[config.mk]
export PLATFORM = sky130hd
export DESIGN_NAME = uart_bus_arbiter_flat
export DESIGN_NICKNAME = d
export VERILOG_FILES = /design/src/rtl/uart_bus_arbiter_if.sv /design/src/rtl/uart_bus_arbiter.sv /design/src/flat_wrapper.sv
export SDC_FILE = /design/constraint.sdc
export NUM_CORES = 1
export LEC_CHECK = 0
export BUFFER_PORTS_ARGS = -buffer_cell sky130_fd_sc_hd__buf_2
export CAP_MARGIN = 30
export CELL_PAD_IN_SITES_DETAIL_PLACEMENT = 0
export CELL_PAD_IN_SITES_GLOBAL_PLACEMENT = 1
export CORE_MARGIN = 5
export CORE_UTILIZATION = 28
export CTS_CLUSTER_SIZE = 28
export DETAILED_ROUTE_END_ITERATION = 12
export PLACE_DENSITY_LB_ADDON = 0.15
export SLEW_MARGIN = 20
export SYNTH_ARGS = -nofsm -noshare
export SYNTH_HDL_FRONTEND = slang
export SYNTH_SLANG_ARGS = --single-unit
[constraint.sdc]
create_clock -name clk_i -period 2 [get_ports clk_i]
set_clock_uncertainty 0.2 [all_clocks]
set_input_delay 0.3 -clock clk_i [delete_from_list [all_inputs] [get_ports clk_i]]
set_output_delay 0.3 -clock clk_i [all_outputs]
set_load 0.02 [all_outputs]
[src/rtl/uart_bus_arbiter_if.sv]
// Register-port bus (req/gnt/rvalid) shared by the LSU, the second master and the UART.
// master drives the request side, slave returns grant and response.
interface uart_bus_arbiter_if #(
  parameter int ADDR_WIDTH = 32,
  parameter int DATA_WIDTH = 32
);
  logic                  req;
  logic                  we;
  logic [3:0]            be;
  logic [ADDR_WIDTH-1:0] addr;
  logic [DATA_WIDTH-1:0] wdata;
  logic                  gnt;
  logic                  rvalid;
  logic [DATA_WIDTH-1:0] rdata;
  logic                  err;

  modport master (
    output req, we, be, addr, wdata,
    input  gnt, rvalid, rdata, err
  );

  modport slave (
    input  req, we, be, addr, wdata,
    output gnt, rvalid, rdata, err
  );
endinterface

[src/rtl/uart_bus_arbiter.sv]
// Round-robin arbiter sharing the UART register port between two masters, one transaction
// in flight at a time, with a response timeout that returns an error to the owner.
module uart_bus_arbiter #(
  parameter int ADDR_WIDTH = 32,
  parameter int DATA_WIDTH = 32,
  parameter int TIMEOUT    = 255
) (
  input  logic                clk_i,
  input  logic                rst_ni,
  uart_bus_arbiter_if.slave   m0,
  uart_bus_arbiter_if.slave   m1,
  uart_bus_arbiter_if.master  dev,
  output logic                busy_o,
  output logic                timeout_o
);
  localparam int CW = $clog2(TIMEOUT + 1);
  localparam logic [CW-1:0] CNT_LAST = CW'(TIMEOUT - 1);

  typedef enum logic {IDLE, WAIT_RESP} state_e;

  state_e                state_q, state_d;
  logic                  last_grant_q;
  logic                  owner_q;
  logic [CW-1:0]         cnt_q;
  logic [1:0]            rvalid_q;
  logic [DATA_WIDTH-1:0] rdata_q [2];
  logic [1:0]            err_q;
  logic                  timeout_q;

  logic                  sel;
  logic                  sel_req;
  logic [ADDR_WIDTH-1:0] sel_addr;
  logic [DATA_WIDTH-1:0] sel_wdata;
  logic                  hs;

  // On conflict the requester that did not win last time goes next.
  assign sel       = (m0.req && m1.req) ? ~last_grant_q : m1.req;
  assign sel_req   = sel ? m1.req   : m0.req;
  assign sel_addr  = sel ? m1.addr  : m0.addr;
  assign sel_wdata = sel ? m1.wdata : m0.wdata;

  assign dev.req   = (state_q == IDLE) && sel_req;
  assign dev.we    = sel ? m1.we : m0.we;
  assign dev.be    = sel ? m1.be : m0.be;
  assign dev.addr  = sel_addr;
  assign dev.wdata = sel_wdata;

  assign hs     = dev.req && dev.gnt;
  assign m0.gnt = hs && !sel;
  assign m1.gnt = hs && sel;

  assign m0.rvalid = rvalid_q[0];
  assign m1.rvalid = rvalid_q[1];
  assign m0.rdata  = rdata_q[0];
  assign m1.rdata  = rdata_q[1];
  assign m0.err    = err_q[0];
  assign m1.err    = err_q[1];
  assign busy_o    = (state_q == WAIT_RESP);
  assign timeout_o = timeout_q;

  always_comb begin
    state_d = state_q;
    case (state_q)
      IDLE:      if (hs) state_d = WAIT_RESP;
      WAIT_RESP: if (dev.rvalid || (cnt_q == CNT_LAST)) state_d = IDLE;
      default:   state_d = IDLE;
    endcase
  end

  always_ff @(posedge clk_i or negedge rst_ni) begin
    if (!rst_ni) state_q <= IDLE;
    else         state_q <= state_d;
  end

  always_ff @(posedge clk_i or negedge rst_ni) begin
    if (!rst_ni) begin
      last_grant_q <= 1'b1;
      owner_q      <= 1'b0;
      cnt_q        <= '0;
      rvalid_q     <= '0;
      rdata_q[0]   <= '0;
      rdata_q[1]   <= '0;
      err_q        <= '0;
      timeout_q    <= 1'b0;
    end else begin
      rvalid_q  <= '0;
      timeout_q <= 1'b0;
      if (state_q == IDLE) begin
        if (hs) begin
          owner_q      <= sel;
          last_grant_q <= sel;
          cnt_q        <= '0;
        end
      end else if (dev.rvalid) begin
        // A real response beats a timeout landing in the same cycle.
        rvalid_q[owner_q] <= 1'b1;
        rdata_q[owner_q]  <= dev.rdata;
        err_q[owner_q]    <= dev.err;
      end else if (cnt_q == CNT_LAST) begin
        rvalid_q[owner_q] <= 1'b1;
        rdata_q[owner_q]  <= '0;
        err_q[owner_q]    <= 1'b1;
        timeout_q         <= 1'b1;
      end else begin
        cnt_q <= cnt_q + 1'b1;
      end
    end
  end
endmodule

[src/flat_wrapper.sv]
// flat-port wrapper written by rule: the top's interface ports become plain ports
module uart_bus_arbiter_flat 
#(
  parameter int ADDR_WIDTH = 32,
  parameter int DATA_WIDTH = 32,
  parameter int TIMEOUT    = 255
)
  (clk_i, rst_ni, busy_o, timeout_o, m0_req, m0_we, m0_be, m0_addr, m0_wdata, m0_gnt, m0_rvalid, m0_rdata, m0_err, m1_req, m1_we, m1_be, m1_addr, m1_wdata, m1_gnt, m1_rvalid, m1_rdata, m1_err, dev_req, dev_we, dev_be, dev_addr, dev_wdata, dev_gnt, dev_rvalid, dev_rdata, dev_err);
  uart_bus_arbiter_if #(.ADDR_WIDTH(ADDR_WIDTH), .DATA_WIDTH(DATA_WIDTH)) m0_i ();
  uart_bus_arbiter_if #(.ADDR_WIDTH(ADDR_WIDTH), .DATA_WIDTH(DATA_WIDTH)) m1_i ();
  uart_bus_arbiter_if #(.ADDR_WIDTH(ADDR_WIDTH), .DATA_WIDTH(DATA_WIDTH)) dev_i ();
  input  logic clk_i;
  input  logic rst_ni;
  output logic busy_o;
  output logic timeout_o;
  input wire logic [$bits(m0_i.req)-1:0] m0_req;
  input wire logic [$bits(m0_i.we)-1:0] m0_we;
  input wire logic [$bits(m0_i.be)-1:0] m0_be;
  input wire logic [$bits(m0_i.addr)-1:0] m0_addr;
  input wire logic [$bits(m0_i.wdata)-1:0] m0_wdata;
  output wire logic [$bits(m0_i.gnt)-1:0] m0_gnt;
  output wire logic [$bits(m0_i.rvalid)-1:0] m0_rvalid;
  output wire logic [$bits(m0_i.rdata)-1:0] m0_rdata;
  output wire logic [$bits(m0_i.err)-1:0] m0_err;
  input wire logic [$bits(m1_i.req)-1:0] m1_req;
  input wire logic [$bits(m1_i.we)-1:0] m1_we;
  input wire logic [$bits(m1_i.be)-1:0] m1_be;
  input wire logic [$bits(m1_i.addr)-1:0] m1_addr;
  input wire logic [$bits(m1_i.wdata)-1:0] m1_wdata;
  output wire logic [$bits(m1_i.gnt)-1:0] m1_gnt;
  output wire logic [$bits(m1_i.rvalid)-1:0] m1_rvalid;
  output wire logic [$bits(m1_i.rdata)-1:0] m1_rdata;
  output wire logic [$bits(m1_i.err)-1:0] m1_err;
  output wire logic [$bits(dev_i.req)-1:0] dev_req;
  output wire logic [$bits(dev_i.we)-1:0] dev_we;
  output wire logic [$bits(dev_i.be)-1:0] dev_be;
  output wire logic [$bits(dev_i.addr)-1:0] dev_addr;
  output wire logic [$bits(dev_i.wdata)-1:0] dev_wdata;
  input wire logic [$bits(dev_i.gnt)-1:0] dev_gnt;
  input wire logic [$bits(dev_i.rvalid)-1:0] dev_rvalid;
  input wire logic [$bits(dev_i.rdata)-1:0] dev_rdata;
  input wire logic [$bits(dev_i.err)-1:0] dev_err;
  assign m0_i.req = m0_req;
  assign m0_i.we = m0_we;
  assign m0_i.be = m0_be;
  assign m0_i.addr = m0_addr;
  assign m0_i.wdata = m0_wdata;
  assign m0_gnt = m0_i.gnt;
  assign m0_rvalid = m0_i.rvalid;
  assign m0_rdata = m0_i.rdata;
  assign m0_err = m0_i.err;
  assign m1_i.req = m1_req;
  assign m1_i.we = m1_we;
  assign m1_i.be = m1_be;
  assign m1_i.addr = m1_addr;
  assign m1_i.wdata = m1_wdata;
  assign m1_gnt = m1_i.gnt;
  assign m1_rvalid = m1_i.rvalid;
  assign m1_rdata = m1_i.rdata;
  assign m1_err = m1_i.err;
  assign dev_req = dev_i.req;
  assign dev_we = dev_i.we;
  assign dev_be = dev_i.be;
  assign dev_addr = dev_i.addr;
  assign dev_wdata = dev_i.wdata;
  assign dev_i.gnt = dev_gnt;
  assign dev_i.rvalid = dev_rvalid;
  assign dev_i.rdata = dev_rdata;
  assign dev_i.err = dev_err;
  uart_bus_arbiter #(.ADDR_WIDTH(ADDR_WIDTH), .DATA_WIDTH(DATA_WIDTH), .TIMEOUT(TIMEOUT)) u_core (.clk_i(clk_i), .rst_ni(rst_ni), .m0(m0_i), .m1(m1_i), .dev(dev_i), .busy_o(busy_o), .timeout_o(timeout_o));
endmodule
# Yosys cells after proc, flatten, opt, wreduce, memory -nomap -nowiden
# Index checks and enable logic that the tools add are counted.
dict set report op_classes {
  addsub 1
  n_lt_le_gt_ge 4
  n_eq_ne 3
  mux 29
  bitwise 6
  n_reduce_logical 14
}
# operator count
set op_table {}
lappend op_table {{2-to-1 mux 64 bit} 2}
lappend op_table {{2-to-1 mux 32 bit} 3}
lappend op_table {{AND 64 bit} 1}
lappend op_table {{bitwise mux 64 bit} 1}
lappend op_table {{NOT 64 bit} 1}
lappend op_table {{demux 32 bit (select 1 bit)} 1}
lappend op_table {{2-to-1 mux 8 bit} 4}
lappend op_table {{2-to-1 mux 2 bit} 5}
lappend op_table {{2-to-1 mux 1 bit} 9}
lappend op_table {{adder 8 x 1 -> 8 bit (second input constant)} 1}
lappend op_table {{== test 8 bit (second input constant)} 1}
lappend op_table {{logical AND 1 bit} 7}
lappend op_table {{2-to-1 mux 4 bit} 1}
lappend op_table {{!= test 2 bit (second input constant)} 2}
lappend op_table {{AND reduction 2 bit} 2}
lappend op_table {{nonzero test 2 bit} 2}
lappend op_table {{AND reduction 3 bit} 1}
lappend op_table {{bitwise mux 2 bit} 1}
lappend op_table {{greater-or-equal comparator 2 bit (second input constant)} 1}
lappend op_table {{< comparator 1 x 2 -> 1 bit (second input constant)} 1}
lappend op_table {{< comparator 2 x 1 -> 1 bit (second input constant)} 1}
lappend op_table {{NOT 1 bit} 2}
lappend op_table {{NOT 1 -> 2 bit} 1}
lappend op_table {{OR 2 bit} 1}
lappend op_table {{5 further kinds} 5}
dict set report word_totals {
  register_bits 80
  in_bits 177
  elab_cells 66
}

# Longest topological paths before layout
# Gate-level depths: netlist (run 1).
dict set report logic_depth {
  word_depth 9
  depth_mapped 7
  ltp_nobuf 7
}

# Worst setup path before layout (run 1)
# OpenSTA, ideal clock, no wires.
dict set report synth_path {
  kind {register -> output}
  start {register u_core.last_grant_q}
  end {output dev_addr[0]}
  arrival_time_ps 1313
  setup_slack_ps 187
  path_stages_with_launch 4
  n_path_buf 1
  cell_sequence {dfstp_2 > a21boi_1 > buf_2 > mux2_2}
}
dict set report synth_via {
  elab_chain_len 3
}
# element line_no
set synth_lines {}
lappend synth_lines {{start: declaration} uart_bus_arbiter.sv:22} ;# logic last_grant_q;
lappend synth_lines {{start signal: assignment} uart_bus_arbiter.sv:91} ;# last_grant_q <= sel;
lappend synth_lines {{NOT 1 bit} uart_bus_arbiter.sv:37} ;# assign sel = (m0.req && m1.req) ? ~last_grant_q : m1.req;
lappend synth_lines {{2-to-1 mux 1 bit} uart_bus_arbiter.sv:37}
lappend synth_lines {{2-to-1 mux 32 bit} uart_bus_arbiter.sv:39} ;# assign sel_addr = sel ? m1.addr : m0.addr;
lappend synth_lines {{end: declaration} flat_wrapper.sv:37} ;# output wire logic [$bits(dev_i.addr)-1:0] dev_addr;
# No other way between the ends.

# Worst setup path in the final report (run 1)
dict set report layout_path {
  start {register u_core.last_grant_q}
  end {output dev_be[0]}
}
dict set report layout_via {
  elab_chain_len 3
}
# element line_no
set layout_lines {}
lappend layout_lines {{NOT 1 bit} uart_bus_arbiter.sv:37}
lappend layout_lines {{2-to-1 mux 1 bit} uart_bus_arbiter.sv:37}
lappend layout_lines {{2-to-1 mux 4 bit} uart_bus_arbiter.sv:44} ;# assign dev.be = sel ? m1.be : m0.be;
lappend layout_lines {{end: declaration} flat_wrapper.sv:36} ;# output wire logic [$bits(dev_i.be)-1:0] dev_be;
# No other way between the ends.

==> metrics, run 1 <==
GRT Util Overall 0.202; Nets about 830; global-route wire length before repair about 25000 um; synthesized area 3900 um^2; Req. time, crit path 1.50 ns; setup slack, reg-to-reg between 0.1 and 0.15 ns; Power Dens Cells roughly 1200 nW/um^2; P_leak roughly 3.5 nW; grt met1 use 0.250; FFs w/ async S/R, synth 1.00; post-synthesis sequential area ratio 0.513; Final WS setup -0.202 ns; Period minus WS final between 2 and 2.5 ns; CTS tree built; largest area contributor in the netlist dfrtp_1; placed cells just under 800; fmax ~0.45 GHz; CP endpoint dev_be[0]; Congestion Overflow GR 0; IO Pins 319; Max Slew Vio Count 0; most common cell in the synthesized netlist dfrtp_1; H-tree levels 3; Clock Latency Late Sink 0.33 ns; synthesized instance count ~300; Post-synth EDFFs 0; final antenna-violating net count 0; synth cell count leaders 79 x dfrtp_1, 69 x mux2_2, 64 x a22o_1; Final Hold Fails 0; Post-Layout Cell Count between 800 and 900; reg-to-reg endpoint u_core.m0.rdata[4]$_DFFE_PN0P_; grt met2 use 0.341; crit path DAT between 1.5 and 2 ns; die height between 100 and 150 um; Worst slew margin 0.640; vias in the first global route 4279; Max-Cap Viols 0; antenna violations before repair 4; flops & latches, synth 80; Final Setup Violations 71; fraction of layout cells with a size suffix above 1 0.672; Die Wd around 130 um; overall via count from detail_route 3969; CTS buffer count 9; Reg-to-Reg Start u_core.cnt_q[0]$_DFFE_PN0P_; site row count 43; Synth area leaders dfrtp_1 51%, mux2_2 20%, a22o_1 14%; # DRC 0; Tot Pwr 7.97 mW; detailed placer's ending HPWL ~14000 um; Final GP Congestion about 0.84; DR WL/cell just over 20 um; largest net degree at the start of global routing 40; CP endpoint kind output pin; CTS sink count 80; period utilization 1.10; Setup CP Type reg -> out; Initial DRC Count 150; grt met3 use 0.0488; RSZ-0062 raised after global routing yes; Synth Net Count about 470; start point of the critical path u_core.last_grant_q$_DFFE_PN1P_; port buffer count 318; GR peak layer met2; Syn. warnings 0; initial cell density of the core 0.283; count of cell types in the netlist 33; Max FO, Critical Path 9; area added between synthesis and finish 72.7%; status complete, but fails checks; Max clock buf depth 2; DR vias/cell 4.76; Max VDD drop 457 uV; Reg2Reg Depth 7; Reg clk slew, reported paths 0.06 ns; full die area around 16000 um^2; type of the worst min-delay path in -> reg; failing checks negative setup slack; top_reg_cell synth dfrtp_1; Synth top area share 0.507; routed wire length between 15000 and 20000 um; total core area approximately 14000 um^2; DR pass1 iterations 4; Tightest Pin Transition about 0.54 ns; Avg Inst Size Synth 13.2 um^2; CTS root buffer clkbuf_16; Startpoint Class register
==> cell families after synthesis <==
family          after synthesis  share of synthesized area
compound gates               84                      0.186
fa+ha+maj                     2                    0.00641
buf+inv                      28                     0.0426
flops                        80                      0.513
mux                          69                      0.199
simple gates                 32                     0.0523
==> area by class of cell <==
class | count | area (um^2)
multi-input cells | 187 | 1760
diodes | 4 | 10.0
repair buffers | 362 | 2370
clock inverters | 3 | 90.1
fillers | 1311 | 7030
flip-flops and latches | 80 | 2000
well taps | 180 | 225
clock buffers | 11 | 253
inverters | 6 | 22.5
==> what timing repair did <==
item | 4_1_cts | 5_1_grt
hold buffers | 21 | 0
endpoints found under the hold margin | 66 | 0
cloned | 2 | 2
resized for setup | 55 | 29
buffers inserted | 2 | 1
endpoints found under the setup margin | 71 | 71
pin swaps | 1 | 0
==> worst min path at each step <==
| stage | from | endpoint | slack (ns) | cells after the start |
|---|---|---|---|---|
| after floorplan | rst_ni | u_core.busy_o$_DFF_PN0_ | -0.20 | 0 |
| after global placement | rst_ni | u_core.m0.rdata[15]$_DFFE_PN0P_ | 0.11 | 1 |
| after detailed placement | rst_ni | u_core.m1.rdata[15]$_DFFE_PN0P_ | 0.12 | 1 |
| after CTS | dev_rdata[0] | u_core.m0.rdata[0]$_DFFE_PN0P_ | 0.0001 | 2 |
| after global routing | dev_rdata[28] | u_core.m1.rdata[28]$_DFFE_PN0P_ | 0.007 | 2 |
| final | dev_rdata[28] | u_core.m1.rdata[28]$_DFFE_PN0P_ | 0.01 | 2 |
==> registers in the layout, summed over array words and instances (netlist names) <==
register	cells
u_core.timeout_o	1
u_core.rvalid_q	2
u_core.last_grant_q	1
u_core.cnt_q	8
u_core.busy_o	1
u_core.m1.rdata	32
u_core.owner_q	1
u_core.m0.rdata	32
u_core.err_q	2
==> stage by stage <==
| step | util | TNS, ns | worst slack, ns | hold slack (ns) | instance area, um^2 |
|---|---|---|---|---|---|
| after global placement | 0.420 | 0 | 0.0689 | 0.113 | 5790 |
| after floorplan | - | 0 | 0.187 | -0.196 | 3900 |
| after detailed placement | 0.420 | 0 | 0.0760 | 0.117 | 5790 |
| after global routing | 0.489 | -16.00 | -0.252 | 0.00739 | 6740 |
| after CTS | 0.478 | -13.07 | -0.226 | 0.000134 | 6590 |
| final | 0.489 | -12.01 | -0.202 | 0.0140 | 6740 |
==> layout by cell type, fill, tap and decap left out, drive strengths merged, types with 5 or more instances in the layout <==
master	Yosys	layout
mux2	69	69
clkbuf	3	13
a22o	64	64
buf	19	339
dfrtp	79	79
nand2	6	6
inv	5	5
dlygate4sd3	0	21
nand3	9	9
==> worst max-delay path, stage by stage, from the launching register on <==
cell and delay, ns:
dfstp_2 0.55, a21boi_4 0.06, buf_12 0.15, buf_12 0.14, mux2_2 0.30, buf_4 0.17
==> report_power, final <==
part           total (mW)  switching [mW]  internal [mW]
registers            2.66           0.386           2.27
logic                3.41            1.87           1.54
clock network        1.90           0.624           1.27
==> metal layers <==
metal | part of all wire | up-vias
li1 | - | 1836
met1 | 0.39 | 1923
met2 | 0.50 | 186
met3 | 0.075 | 24
met4 | 0.026 | 0
met5 | 0 | -
No activity file was read; power rests on OpenSTA's default activity.
==> run 2, diff against run 1 <==
- TNS_END_PERCENT: default -> 10
==> run 2 against run 1 <==
The flow still finishes with violations (negative setup slack). Worst setup slack improved by 0.0045 ns. Sequential power barely moved. Register-to-register slack about the same. Sequential share of layout area up 0.52 points. Final cell count did not move. Critical path type unchanged. Critical endpoint unchanged.
==> metrics, run 2 (synthesized netlist as in run 1, its figures left out) <==
port buffer count 318 (unchanged); cell chain of the critical path a21boi_4, buf_12, buf_12, mux2_2, buf_4; Max VDD drop 457 uV (about the same); period utilization 1.10 (-0.00226); CTS sink count 80 (unchanged); Reg2Reg Depth 7 (unchanged); Max Slew Vio Count 0 (unchanged); P_leak 3.48 nW (-1.1%); final antenna-violating net count 0 (unchanged); Hold Startpoint dev_rdata[28]; setup slack, reg-to-reg 0.10 ns (about the same); P_sw 2.86 mW (-0.80%); Internal 5.04 mW (-0.96%); commonest non-fill, non-tap cell in the layout buf_2; antenna violations before repair 4 (unchanged); Max FO, Critical Path 9 (unchanged); RSZ-0062 raised after global routing yes; GRT Util Overall 0.201 (-0.00114); Crit path top cell by count buf_12; Worst slew margin 0.638 (-0.00151); Final Hold Fails 0 (unchanged); Hold Crit Depth 2 (unchanged); full die area 16400 um^2 (unchanged); Post-Layout Cell Count 833 (unchanged); CTS root buffer clkbuf_16; detailed placer's ending HPWL 13500 um (unchanged); DR WL/cell 20.7 um (-0.66%); reg-to-reg endpoint u_core.m0.rdata[10]$_DFFE_PN0P_; Congestion Overflow GR 0 (unchanged); Max-Cap Viols 0 (unchanged); placed cells 787 (unchanged); Fillers 1326 (+1.1%); crit path DAT 1.70 ns (about the same); largest net degree at the start of global routing 40 (unchanged); critical path's slowest cell dfstp_2; CP endpoint kind output pin; failing checks negative setup slack; Initial DRC Count 176 (+17%); IO Pins 319 (unchanged); Final WS setup -0.197 ns (+0.00453 ns); global-route wire length before repair 25200 um (-0.57%); Seq pwr share 0.336 (+0.003); status complete, but fails checks; vias in the first global route 4274 (-0.12%); routed wire length 17200 um (-0.66%); Reg-to-Reg Start u_core.cnt_q[0]$_DFFE_PN0P_; Power Dens Cells 1190 nW/um^2 (+0.90%); type of the worst min-delay path in -> reg; overall via count from detail_route 3957 (-0.30%); die height 128 um (unchanged); DR pass1 iterations 4 (unchanged); fraction of layout cells with a size suffix above 1 0.670 (-0.00154); total core area 13800 um^2 (unchanged); Startpoint Class register; Req. time, crit path 1.50 ns (about the same); site row count 43 (unchanged); Die Wd 128 um (unchanged); Nets 825 (unchanged); Final GP Congestion 0.835 (unchanged); setup TNS -12.13 ns (-0.120 ns); DR vias/cell 4.75 (-0.30%); fmax 0.455 GHz (+0.21%); worst hold endpoint u_core.m1.rdata[28]$_DFFE_PN0P_; clock share of power 0.239 (about the same); Period minus WS final 2.20 ns (-0.00453 ns); H-tree levels 3 (unchanged); Tightest Pin Transition 0.543 ns (+0.00226 ns); area added between synthesis and finish 69.6%; # DRC 0 (unchanged); Setup CP Type reg -> out; CTS tree built; CP peak stage delay 0.55 ns (about the same); power share of the combinational group 0.425 (-0.003); most frequent cells in the layout 293 x buf_2, 79 x dfrtp_1, 69 x mux2_2; Max clock buf depth 2 (unchanged); Reg clk slew, reported paths 0.06 ns (about the same); Clock Latency Late Sink 0.33 ns (about the same); Final Setup Violations 71 (unchanged); switching share of power 0.362 (+0.000376); initial cell density of the core 0.283 (unchanged); tightest hold margin 0.0143 ns (+0.000263 ns); CTS buffer count 9 (unchanged)
-- run 2: through the flow --
stage | setup WS, ns | util | total power [mW] | instance area, um^2
floorplan | 0.187 | - | 4.58 | 3900
global placement | 0.0689 | 0.420 | 5.86 | 5790
detailed placement | 0.0760 | 0.420 | 5.89 | 5790
CTS | -0.226 | 0.470 | 7.93 | 6480
global route | -0.252 | 0.481 | 8.30 | 6620
finish | -0.197 | 0.481 | 7.90 | 6620
-- run 2: worst max path at each step --
stage	start	cells after the start	slack, ns	to
2_1_floorplan	u_core.last_grant_q$_DFFE_PN1P_	3	0.19	dev_addr[0]
3_3_place_gp	m1_req	5	0.07	dev_be[0]
3_5_place_dp	m1_req	5	0.08	dev_be[0]
4_1_cts	u_core.last_grant_q$_DFFE_PN1P_	5	-0.23	dev_be[0]
5_1_grt	u_core.last_grant_q$_DFFE_PN1P_	5	-0.25	dev_be[0]
6_report	u_core.last_grant_q$_DFFE_PN1P_	5	-0.20	dev_be[0]
-- run 2: area by class of cell --
| type | instances | area (um^2) | share of cell area |
|---|---|---|---|
| Tap cell | 180 | 225 | 0.0340 |
| Clock buffer | 11 | 253 | 0.0382 |
| Timing Repair Buffer | 362 | 2260 | 0.341 |
| Clock inverter | 3 | 90.1 | 0.0136 |
| Sequential cell | 80 | 2000 | 0.303 |
| Multi-Input combinational cell | 187 | 1760 | 0.266 |
| Inverter | 6 | 22.5 | 0.00340 |
| Antenna cell | 4 | 10.0 | 0.00151 |
-- run 2: timing repair --
action,4_1_cts,5_1_grt
cloned,2,2
setup endpoints to repair,71,71
pin swaps,2,1
hold buffers,21,0
endpoints found under the hold margin,66,0
setup buffers,2,1
gates resized for setup,21,24
-- run 2: per-layer routing --
layer / up-vias / global-route usage / share of wire
met1: 1917 / 0.249 / 0.40
met2: 186 / 0.339 / 0.50
li1: 1830 / - / -
met4: 0 / 0.0787 / 0.026
met5: - / 0 / 0
met3: 24 / 0.0483 / 0.076
-- run 2: worst max-delay path, delay by kind of cell, from the launching register on --
kind | cells | cell delay [ns]
AOI/OAI and AO/OA | 1 | 0.06
DFF | 1 | 0.55
buffers and inverters | 3 | 0.46
muxes | 1 | 0.29
-- run 2: power by group through the flow --
stage	sequential [mW]	clock [mW]	combinational [mW]
6_report	2.65	1.89	3.35
5_1_grt	2.74	1.99	3.57
4_1_cts	2.65	1.94	3.34
3_5_place_dp	2.68	0	3.22
3_3_place_gp	2.66	0	3.20
2_1_floorplan	3.40	0	1.18
==> run 3, diff against run 2 <==
- HOLD_SLACK_MARGIN: default -> 0.15
- clock period: 2 -> 2.05 ns (I/O delays scaled with it)
==> run 3 against run 2 <==
Total power fell by 4.3%. Critical path type unchanged. Utilization rose by 0.063 points. The flow still finishes with violations (negative setup slack). Non-clock buffer count rose by 8. First-iteration DRC count fell by 10%. Final area rose by 0.13%. Final cell count rose by 1.1%.
==> metrics, run 3 (synthesized netlist as in run 1, its figures left out) <==
status complete, but fails checks; failing checks negative setup slack; full die area 16400 um^2 (unchanged); utilization after layout 0.481 (+0.000635); Power Dens Cells 1140 nW/um^2 (-4.4%); CTS root buffer clkbuf_16; antenna violations before repair 5 (+1); Reg clk slew, reported paths 0.06 ns (about the same); DR pass1 iterations 4 (unchanged); type of the worst min-delay path in -> reg; most frequent cells in the layout 299 x buf_2, 79 x dfrtp_1, 67 x mux2_2; Max FO, Critical Path 17 (+8); P_leak 3.49 nW (+0.15%); setup TNS -9.26 ns (+2.87 ns); Die Wd 128 um (unchanged); Worst slew margin 0.786 (+0.148); area added between synthesis and finish 69.8%; Period minus WS final between 2 and 2.5 ns; Final WS setup -0.159 ns (+0.0378 ns); commonest non-fill, non-tap cell in the layout buf_2; vias in the first global route 4204 (-1.6%); Fillers 1330 (+0.30%); crit path DAT 1.70 ns (about the same); overall via count from detail_route 3910 (-1.2%); CTS sink count 80 (unchanged); fmax 0.453 GHz; IO Pins 319 (unchanged); initial cell density of the core 0.283 (unchanged); routed wire length 16800 um (-2.2%); delay-heaviest family, CP flip-flops; GRT Util Overall 0.196 (-0.00571); CTS buffer count 9 (unchanged); Nets 833 (+0.97%); Congestion Overflow GR 0 (unchanged); Final Hold Fails 0 (unchanged); critical path's slowest cell dfstp_2; Max-Cap Viols 0 (unchanged); cell area after layout 6630 um^2 (+0.13%); final antenna-violating net count 0 (unchanged); CP endpoint kind output pin; total core area 13800 um^2 (unchanged); dpl ws 0.0973 ns (+0.0213 ns); Startpoint Class register; cell chain of the critical path a21boi_4, buf_12, buf_12, mux2_4, buf_6; site row count 43 (unchanged); DR vias/cell 4.64 (-2.2%); Final GP Congestion 0.849 (+1.6%); Max VDD drop 393 uV (-14%); DR WL/cell 20.0 um (-3.3%); Max clock buf depth 2 (unchanged); CP peak stage delay 0.55 ns (about the same); # DRC 0 (unchanged); period utilization 1.08; CTS tree built; Crit path top cell by count buf_12; Max Slew Vio Count 0 (unchanged); port buffer count 318 (unchanged); fraction of layout cells with a size suffix above 1 0.652 (-0.0183); H-tree levels 3 (unchanged); Setup CP Type reg -> out; Clock Latency Late Sink 0.33 ns (about the same); Final Setup Violations 70 (-1.4%); largest net degree at the start of global routing 50 (+25%); global-route wire length before repair 24300 um (-3.5%); Tightest Pin Transition 0.316 ns (-0.226 ns); Req. time, crit path 1.54 ns (+0.04 ns); die height 128 um (unchanged); tightest hold margin 0.188 ns (+0.173 ns); Area after DPL 5770 um^2 (-0.26%); RSZ-0062 raised after global routing yes; detailed placer's ending HPWL 13400 um (-0.81%); Initial DRC Count 158 (-10%); WP buf/inv 3 (unchanged)
-- run 3: changes by cell type in the layout (fill, tap and decap cells not counted), moves of 2 or more --
cell           before  now
clkinv_4            0    2
buf_2             293  299
buf_16              2    0
buf_6              15   10
mux2_2             69   67
mux2_4              0    2
dlygate4sd3_1      21   35
buf_4              22   17
-- run 3: repair_timing --
item / in CTS / in global routing
buffers inserted: 0 / 1
hold buffers: 35 / 0
pin swaps: 0 / 2
hold endpoints to repair: 146 / 0
gates cloned: 0 / 2
endpoints found under the setup margin: 70 / 71
gates resized for setup: 9 / 24
-- run 3: worst paths after layout --
| kind | start | end | slack [ns] | cells past startpoint |
|---|---|---|---|---|
| worst min register to register | u_core.m1.rdata[3]$_DFFE_PN0P_ | u_core.m1.rdata[3]$_DFFE_PN0P_ | 0.30 | 1 |
| min in group asynchronous | rst_ni | u_core.m0.rdata[16]$_DFFE_PN0P_ | 0.31 | 3 |
| worst max-delay path | u_core.last_grant_q$_DFFE_PN1P_ | dev_be[0] | -0.16 | 5 |
| worst min-delay path | dev_gnt | u_core.owner_q$_DFFE_PN0P_ | 0.19 | 3 |
| max in group asynchronous | rst_ni | u_core.m1.rdata[19]$_DFFE_PN0P_ | 0.69 | 3 |
| worst max register to register | u_core.cnt_q[0]$_DFFE_PN0P_ | u_core.m1.rdata[10]$_DFFE_PN0P_ | 0.15 | 7 |
-- run 3: per-layer routing --
metal / part of all wire / track usage / vias up
met5: 0.00077 / 0 / -
met4: 0.018 / 0.0818 / 2
li1: - / - / 1849
met2: 0.51 / 0.332 / 173
met1: 0.38 / 0.233 / 1865
met3: 0.083 / 0.0542 / 21
-- run 3: layout make-up --
cell class	instances	area [um^2]	area share
timing repair buffer	370	2280	0.344
clock inverter	4	77.6	0.0117
inverter	6	22.5	0.00340
multi-input combinational	187	1760	0.265
tap	180	225	0.0340
clock buffer	11	253	0.0381
sequential	80	2000	0.302
antenna	4	10.0	0.00151
-- run 3: report_power, final --
group	total [mW]	internal [mW]	switching, mW
logic	3.21	1.43	1.79
registers	2.60	2.21	0.382
clock network	1.75	1.13	0.621
-- run 3: stage by stage --
stage	total power, mW	std cells
final	7.56	842
after global routing	7.95	842
after CTS	7.58	835
after detailed placement	5.74	785
after global placement	5.70	785
after floorplan	4.47	295
-- run 3: worst reg2reg max path, cell delays in order (launching register included) --
cell and delay (ns):
dfrtp_1 0.42, inv_1 0.07, ha_1 0.15, nand3_1 0.17, o21bai_4 0.23, nand3_4 0.10, buf_12 0.18, a22o_1 0.27
